[src/rtl/decode_queue_if.sv]
// Fetch-side and issue-side handshake bundle for decode_queue.
// master = fetch/issue environment, slave = the decode queue itself.
interface decode_queue_if #(
  parameter int PC_W = 32
);
  logic            in_valid;
  logic            in_ready;
  logic [31:0]     in_op;
  logic [PC_W-1:0] in_pc;
  logic            out_valid;
  logic            out_ready;
  logic [4:0]      out_op_type;
  logic [6:0]      out_op_spec;
  logic [31:0]     out_imm;
  logic [4:0]      out_rs1;
  logic [4:0]      out_rs2;
  logic [4:0]      out_rd;
  logic            out_illegal;
  logic [PC_W-1:0] out_pc;

  modport master (
    output in_valid, in_op, in_pc, out_ready,
    input  in_ready, out_valid, out_op_type, out_op_spec, out_imm,
           out_rs1, out_rs2, out_rd, out_illegal, out_pc
  );

  modport slave (
    input  in_valid, in_op, in_pc, out_ready,
    output in_ready, out_valid, out_op_type, out_op_spec, out_imm,
           out_rs1, out_rs2, out_rd, out_illegal, out_pc
  );
endinterface

[src/rtl/decode_queue.sv]
// RV32I(M) decode stage: combinational decode of the incoming word, results
// buffered in a DEPTH-entry FIFO whose head drives issue directly.
module decode_queue #(
  parameter int DEPTH = 4,
  parameter int PC_W  = 32,
  parameter bit RV32M = 1'b0
) (
  input  logic                       clk,
  input  logic                       rst,
  input  logic                       flush,
  decode_queue_if.slave              q,
  output logic [$clog2(DEPTH+1)-1:0] count
);
  localparam int AW = $clog2(DEPTH);
  localparam int CW = $clog2(DEPTH+1);

  localparam logic [4:0] T_ARITH  = 5'b00001;
  localparam logic [4:0] T_MEM    = 5'b00010;
  localparam logic [4:0] T_BRANCH = 5'b00100;
  localparam logic [4:0] T_JUMP   = 5'b01000;
  localparam logic [4:0] T_SYSTEM = 5'b10000;

  localparam logic [5:0] S_ADD = 6'd0,  S_SUB = 6'd1,  S_SLL  = 6'd2,  S_SLT  = 6'd3;
  localparam logic [5:0] S_SLTU = 6'd4, S_XOR = 6'd5,  S_SRL  = 6'd6,  S_SRA  = 6'd7;
  localparam logic [5:0] S_OR  = 6'd8,  S_AND = 6'd9,  S_MUL  = 6'd10, S_LUI  = 6'd18;
  localparam logic [5:0] S_AUIPC = 6'd19, S_LB = 6'd20, S_LH  = 6'd21, S_LW   = 6'd22;
  localparam logic [5:0] S_LBU = 6'd23, S_LHU = 6'd24, S_SB   = 6'd25, S_SH   = 6'd26;
  localparam logic [5:0] S_SW  = 6'd27, S_BEQ = 6'd28, S_BNE  = 6'd29, S_BLT  = 6'd30;
  localparam logic [5:0] S_BGE = 6'd31, S_BLTU = 6'd32, S_BGEU = 6'd33, S_JAL = 6'd34;
  localparam logic [5:0] S_JALR = 6'd35;

  typedef struct packed {
    logic [4:0]      op_type;
    logic [6:0]      op_spec;
    logic [31:0]     imm;
    logic [4:0]      rs1;
    logic [4:0]      rs2;
    logic [4:0]      rd;
    logic            illegal;
    logic [PC_W-1:0] pc;
  } entry_t;

  function automatic logic [5:0] alu_code(input logic [2:0] f3);
    case (f3)
      3'b000:  alu_code = S_ADD;
      3'b001:  alu_code = S_SLL;
      3'b010:  alu_code = S_SLT;
      3'b011:  alu_code = S_SLTU;
      3'b100:  alu_code = S_XOR;
      3'b101:  alu_code = S_SRL;
      3'b110:  alu_code = S_OR;
      default: alu_code = S_AND;
    endcase
  endfunction

  logic [6:0]        opc, f7;
  logic [2:0]        f3;
  logic signed [31:0] imm_i, imm_s, imm_b, imm_j, imm_u;

  assign opc   = q.in_op[6:0];
  assign f3    = q.in_op[14:12];
  assign f7    = q.in_op[31:25];
  assign imm_i = {{20{q.in_op[31]}}, q.in_op[31:20]};
  assign imm_s = {{20{q.in_op[31]}}, q.in_op[31:25], q.in_op[11:7]};
  assign imm_b = {{19{q.in_op[31]}}, q.in_op[31], q.in_op[7], q.in_op[30:25], q.in_op[11:8], 1'b0};
  assign imm_j = {{11{q.in_op[31]}}, q.in_op[31], q.in_op[19:12], q.in_op[20], q.in_op[30:21], 1'b0};
  assign imm_u = {q.in_op[31:12], 12'b0};

  logic [4:0]  d_type;
  logic [5:0]  d_code;
  logic        d_immop;
  logic [31:0] d_imm;
  logic        d_ill;

  always_comb begin
    d_type  = T_SYSTEM;
    d_code  = '0;
    d_immop = 1'b0;
    d_imm   = '0;
    d_ill   = 1'b1;
    case (opc)
      7'b0110011: begin
        d_type = T_ARITH;
        if (f7 == 7'b0000000) begin
          d_ill  = 1'b0;
          d_code = alu_code(f3);
        end else if (f7 == 7'b0100000 && (f3 == 3'b000 || f3 == 3'b101)) begin
          d_ill  = 1'b0;
          d_code = (f3 == 3'b000) ? S_SUB : S_SRA;
        end else if (f7 == 7'b0000001 && RV32M) begin
          d_ill  = 1'b0;
          d_code = S_MUL + {3'b000, f3};
        end
      end
      7'b0010011: begin
        d_type  = T_ARITH;
        d_immop = 1'b1;
        d_imm   = imm_i;
        d_code  = alu_code(f3);
        case (f3)
          3'b001: d_ill = (f7 != 7'b0000000);
          3'b101: begin
            d_ill = !(f7 == 7'b0000000 || f7 == 7'b0100000);
            if (f7 == 7'b0100000) d_code = S_SRA;
          end
          default: d_ill = 1'b0;
        endcase
      end
      7'b0000011: begin
        d_type = T_MEM;
        d_imm  = imm_i;
        d_ill  = 1'b0;
        case (f3)
          3'b000:  d_code = S_LB;
          3'b001:  d_code = S_LH;
          3'b010:  d_code = S_LW;
          3'b100:  d_code = S_LBU;
          3'b101:  d_code = S_LHU;
          default: d_ill  = 1'b1;
        endcase
      end
      7'b0100011: begin
        d_type = T_MEM;
        d_imm  = imm_s;
        d_ill  = 1'b0;
        case (f3)
          3'b000:  d_code = S_SB;
          3'b001:  d_code = S_SH;
          3'b010:  d_code = S_SW;
          default: d_ill  = 1'b1;
        endcase
      end
      7'b1100011: begin
        d_type = T_BRANCH;
        d_imm  = imm_b;
        d_ill  = 1'b0;
        case (f3)
          3'b000:  d_code = S_BEQ;
          3'b001:  d_code = S_BNE;
          3'b100:  d_code = S_BLT;
          3'b101:  d_code = S_BGE;
          3'b110:  d_code = S_BLTU;
          3'b111:  d_code = S_BGEU;
          default: d_ill  = 1'b1;
        endcase
      end
      7'b1101111: begin
        d_type = T_JUMP;
        d_code = S_JAL;
        d_imm  = imm_j;
        d_ill  = 1'b0;
      end
      7'b1100111: begin
        d_type = T_JUMP;
        d_code = S_JALR;
        d_imm  = imm_i;
        d_ill  = (f3 != 3'b000);
      end
      7'b0110111, 7'b0010111: begin
        d_type  = T_ARITH;
        d_code  = (opc == 7'b0110111) ? S_LUI : S_AUIPC;
        d_immop = 1'b1;
        d_imm   = imm_u;
        d_ill   = 1'b0;
      end
      default: ;
    endcase
    // Illegal words carry only register indices and PC; issue raises the trap.
    if (d_ill) begin
      d_type  = T_SYSTEM;
      d_code  = '0;
      d_immop = 1'b0;
      d_imm   = '0;
    end
  end

  entry_t dec_entry;
  assign dec_entry = '{op_type: d_type, op_spec: {d_immop, d_code}, imm: d_imm,
                       rs1: q.in_op[19:15], rs2: q.in_op[24:20], rd: q.in_op[11:7],
                       illegal: d_ill, pc: q.in_pc};

  // ---- stage p0: queue storage and pointers ----
  entry_t          queue_p0 [DEPTH];
  logic [AW-1:0]   wptr_p0, rptr_p0;
  logic [CW-1:0]   cnt_p0;
  logic            vld_p0;
  logic            push, pop;

  assign vld_p0     = (cnt_p0 != '0);
  assign q.in_ready = (cnt_p0 < CW'(DEPTH)) && !rst;
  assign push       = q.in_valid && q.in_ready && !flush;
  assign pop        = vld_p0 && q.out_ready;

  always_ff @(posedge clk) begin
    if (rst || flush) begin
      wptr_p0 <= '0;
      rptr_p0 <= '0;
      cnt_p0  <= '0;
    end else begin
      if (push) wptr_p0 <= wptr_p0 + 1'b1;
      if (pop)  rptr_p0 <= rptr_p0 + 1'b1;
      cnt_p0 <= cnt_p0 + CW'(push) - CW'(pop);
    end
  end

  always_ff @(posedge clk) begin
    if (push) queue_p0[wptr_p0] <= dec_entry;
  end

  entry_t head;
  assign head = vld_p0 ? queue_p0[rptr_p0] : '0;

  assign count         = cnt_p0;
  assign q.out_valid   = vld_p0;
  assign q.out_op_type = head.op_type;
  assign q.out_op_spec = head.op_spec;
  assign q.out_imm     = head.imm;
  assign q.out_rs1     = head.rs1;
  assign q.out_rs2     = head.rs2;
  assign q.out_rd      = head.rd;
  assign q.out_illegal = head.illegal;
  assign q.out_pc      = head.pc;
endmodule

[src/flat_wrapper.sv]
// flat-port wrapper written by rule: the top's interface ports become plain ports
module decode_queue_flat 
#(
  parameter int DEPTH = 4,
  parameter int PC_W  = 32,
  parameter bit RV32M = 1'b0
)
  (clk, rst, flush, count, q_in_valid, q_in_op, q_in_pc, q_out_ready, q_in_ready, q_out_valid, q_out_op_type, q_out_op_spec, q_out_imm, q_out_rs1, q_out_rs2, q_out_rd, q_out_illegal, q_out_pc);
  decode_queue_if #(.PC_W(PC_W)) q_i ();
  input  logic clk;
  input  logic rst;
  input  logic flush;
  output logic [$clog2(DEPTH+1)-1:0] count;
  input wire logic [$bits(q_i.in_valid)-1:0] q_in_valid;
  input wire logic [$bits(q_i.in_op)-1:0] q_in_op;
  input wire logic [$bits(q_i.in_pc)-1:0] q_in_pc;
  input wire logic [$bits(q_i.out_ready)-1:0] q_out_ready;
  output wire logic [$bits(q_i.in_ready)-1:0] q_in_ready;
  output wire logic [$bits(q_i.out_valid)-1:0] q_out_valid;
  output wire logic [$bits(q_i.out_op_type)-1:0] q_out_op_type;
  output wire logic [$bits(q_i.out_op_spec)-1:0] q_out_op_spec;
  output wire logic [$bits(q_i.out_imm)-1:0] q_out_imm;
  output wire logic [$bits(q_i.out_rs1)-1:0] q_out_rs1;
  output wire logic [$bits(q_i.out_rs2)-1:0] q_out_rs2;
  output wire logic [$bits(q_i.out_rd)-1:0] q_out_rd;
  output wire logic [$bits(q_i.out_illegal)-1:0] q_out_illegal;
  output wire logic [$bits(q_i.out_pc)-1:0] q_out_pc;
  assign q_i.in_valid = q_in_valid;
  assign q_i.in_op = q_in_op;
  assign q_i.in_pc = q_in_pc;
  assign q_i.out_ready = q_out_ready;
  assign q_in_ready = q_i.in_ready;
  assign q_out_valid = q_i.out_valid;
  assign q_out_op_type = q_i.out_op_type;
  assign q_out_op_spec = q_i.out_op_spec;
  assign q_out_imm = q_i.out_imm;
  assign q_out_rs1 = q_i.out_rs1;
  assign q_out_rs2 = q_i.out_rs2;
  assign q_out_rd = q_i.out_rd;
  assign q_out_illegal = q_i.out_illegal;
  assign q_out_pc = q_i.out_pc;
  decode_queue #(.DEPTH(DEPTH), .PC_W(PC_W), .RV32M(RV32M)) u_core (.clk(clk), .rst(rst), .flush(flush), .q(q_i), .count(count));
endmodule
[config.mk]
export PLATFORM = sky130hd
export DESIGN_NAME = decode_queue_flat
export DESIGN_NICKNAME = d
export VERILOG_FILES = /design/src/rtl/decode_queue_if.sv /design/src/rtl/decode_queue.sv /design/src/flat_wrapper.sv
export SDC_FILE = /design/constraint.sdc
export NUM_CORES = 1
export LEC_CHECK = 0
export CORE_MARGIN = 2
export CORE_UTILIZATION = 57
export DETAILED_ROUTE_END_ITERATION = 10
export HOLD_SLACK_MARGIN = 0.12
export PLACE_DENSITY = 0.76
export RECOVER_POWER = 100
export SYNTH_ARGS = -nofsm -noshare
export SYNTH_HDL_FRONTEND = slang
export SYNTH_SLANG_ARGS = --single-unit
[constraint.sdc]
create_clock -name clk -period 5.8 [get_ports clk]
set_input_delay 1.45 -clock clk [delete_from_list [all_inputs] [get_ports clk]]
set_output_delay 1.45 -clock clk [all_outputs]
set_load 0.005 [all_outputs]
==> qor.txt <==
outcome: finished, violations left
failing checks: capacitance limit, slew limit
# fillers: 1753
DR iter-0 viols: 780
synth warn: 0
maxcap violations: 4
Setup crit start kind: register
CTS tree: done
Slew @ Worst Pin: 2.84 ns
synthesized area: 0.0157 sq mm
CP peak stage delay: 1.05 ns
initial antenna violation count: 1
cts hold-fix bufs: 0
IO buf count: 165
Tot GR Track Use: 0.233
share of layout cells above drive strength 1: 0.165
syn_nets: 925
Worst EP required: 4.35 ns
cell chain of the critical path: buf_4 > mux4_2 > and2_1 > dlygate4sd3_1
CP Capture Type: output port
synth unique cells: 58
die area: 0.0289 sq mm
fin crit share: 0.844
DP Wirelength: 20100 microns
worst hold slack: 0.555 ns
DR pass1 iterations: 5
Num CTS Buffers: 37
num ports: 166
clk buf depth: 3
area post-placement: 0.0177 sq mm
arrival time at the worst endpoint: 3.45 ns
count of final setup violators: 0
ys async rst share: 0
commonest non-fill, non-tap cell in the layout: edfxtp_1
CTS clk-pin slew, worst paths: 0.06 ns
Max FO, Critical Path: 27
RSZ-0062 raised after global routing: no
clock latency on the worst-skew pair: 0.52 ns
WP buf/inv: 2
largest net degree at the start of global routing: 65
Slew Limit Headroom: -0.892
fmax: 204 MHz
synthesized flop and latch total: 377
Via density: 6.08
via count: 8399
CP max-delay cell: dfxtp_2
Hold Crit Class: reg2reg
final clock skew: 0.0169 ns
clk root buf: clkbuf_16
RePlAce Congestion: 0.843
count of mapped cells out of synthesis: 849
global-route wire length before repair: 50400 microns
Leak: 5.99 nW
vias in the first global route: 8722
Crit Path Class: reg2out
Final Critical Period: 4.90 ns
EDFF count, synth: 368
cell family with most CP delay: buffers and inverters
WL/cell: 23.9 microns
Synth Area per Inst: 18.5 sq um
top post-synthesis cells by area: edfxtp_1 (70%), mux4_2 (13%), and2_1 (3.9%)
CTS resizes: 0
Detailed Route WL: 33000 microns
Synth area leader: edfxtp_1
GRT Residual Overflow: 0
die height: 170 microns
Core Footprint: 0.0270 sq mm
Pins Over Slew Limit: 177
Main synth FF type: edfxtp_1
Layout area overhead: 19.1%
Finished Cell Area: 0.0187 sq mm
die span in x: 170 microns
Post-CTS Setup Repair Bufs: 0
initial core utilization: 0.581
H-tree depth: 2
CTS sink count: 377
Tot Pwr: 0.00574 W
top cell type's share of synthesized area: 0.703
post-layout net count: 1087
Residual DRC: 0
most frequent cells in the layout: edfxtp_1 (368), dlygate4sd3_1 (102), mux4_2 (92), clkdlybuf4s50_1 (63), and2_1 (54)
Antenna Nets Post-Route: 0
PwrDens: 306 mW/mm^2
row count: 60
worst vdd ir: 0.189 mV
TNS Setup: 0 ns
register area share after synthesis: 0.715
Hold Fails Final Rpt: 0
registers in the layout, indices dropped and copies added (netlist names), named ones only:
signal and flops:
u_core.wptr_p0 2, u_core.rptr_p0 2, u_core.queue_p0 368, u_core.count 3
cells in the mapped netlist, types with 4 or more instances:
| master | count |
|---|---|
| mux4_2 | 92 |
| nand3_1 | 10 |
| nand2b_1 | 4 |
| a21oi_1 | 25 |
| clkbuf_1 | 21 |
| buf_4 | 5 |
| xnor2_1 | 5 |
| edfxtp_1 | 368 |
| nor2b_1 | 4 |
| and2_1 | 98 |
| nor3_2 | 21 |
| buf_2 | 20 |
| ha_1 | 6 |
| nor3_1 | 7 |
| a211oi_2 | 8 |
| buf_1 | 6 |
| inv_1 | 11 |
| o21ai_0 | 6 |
| a22oi_1 | 5 |
| nand2_1 | 25 |
| nor2_1 | 30 |
| buf_6 | 4 |
| dfxtp_1 | 9 |
power by group:
group	leakage [nW]	switching (W)	internal, W
Clock	0.582	0.000968	0.00135
Sequential	3.47	0.0000124	0.00301
Combinational	1.94	0.000191	0.000205
Total	5.99	0.00117	0.00456
layout make-up:
class | count | area (sq um) | area share
flip-flops and latches | 377 | 11200 | 0.600
multi-input cells | 405 | 4010 | 0.214
repair buffers | 179 | 1820 | 0.0970
clock buffers | 47 | 1040 | 0.0554
well taps | 341 | 427 | 0.0228
clock inverters | 19 | 145 | 0.00776
inverters | 11 | 41.3 | 0.00221
diodes | 2 | 5.00 | 0.000267
worst min-delay path, stage by stage, from the launching register on:
cell and delay, ns:
dfxtp_1 0.33, xor2_1 0.07, nor2_1 0.12
metrics by stage:
| stage | cells | utilization | worst slack, ns |
|---|---|---|---|
| after global placement | 1313 | 0.655 | 1.55 |
| after global routing | 1379 | 0.692 | 0.676 |
| after CTS | 1379 | 0.699 | 1.31 |
| after floorplan | 849 | - | 1.04 |
| final | 1381 | 0.693 | 0.905 |
| after detailed placement | 1313 | 0.655 | 1.52 |
final timing paths:
kind	depth (start not counted)	startpoint	slack, ns	endpoint
max reg2reg	4	u_core.count[2]	2.04	u_core.queue_p0[1][70]
min reg2reg	2	u_core.rptr_p0[1]	0.56	register
max	4	register	0.90	q_out_imm[6]
min	2	u_core.rptr_p0[1]	0.56	register
logic make-up (layout without fill, tap and decap cells):
logic type                 Yosys count  after routing  synth area share
and+or+nand+nor                    229            229            0.0901
muxes                               92             92             0.132
other                                0              2                 0
xor gates and xnor gates             8              8           0.00446
DFF                                377            377             0.715
adders and majority gates            7              7           0.00605
AOI/OAI and AO/OA                   69             69            0.0321
buffers and inverters               67            256            0.0207
metal layers:
metal	track usage	wire length, microns	up-vias
li1	-	-	3691
met1	0.328	13900	4302
met2	0.380	16000	361
met3	0.0412	2300	45
met4	0.0687	708	0
met5	0	0	-
Note: power is estimated with default switching activity, not from simulation.
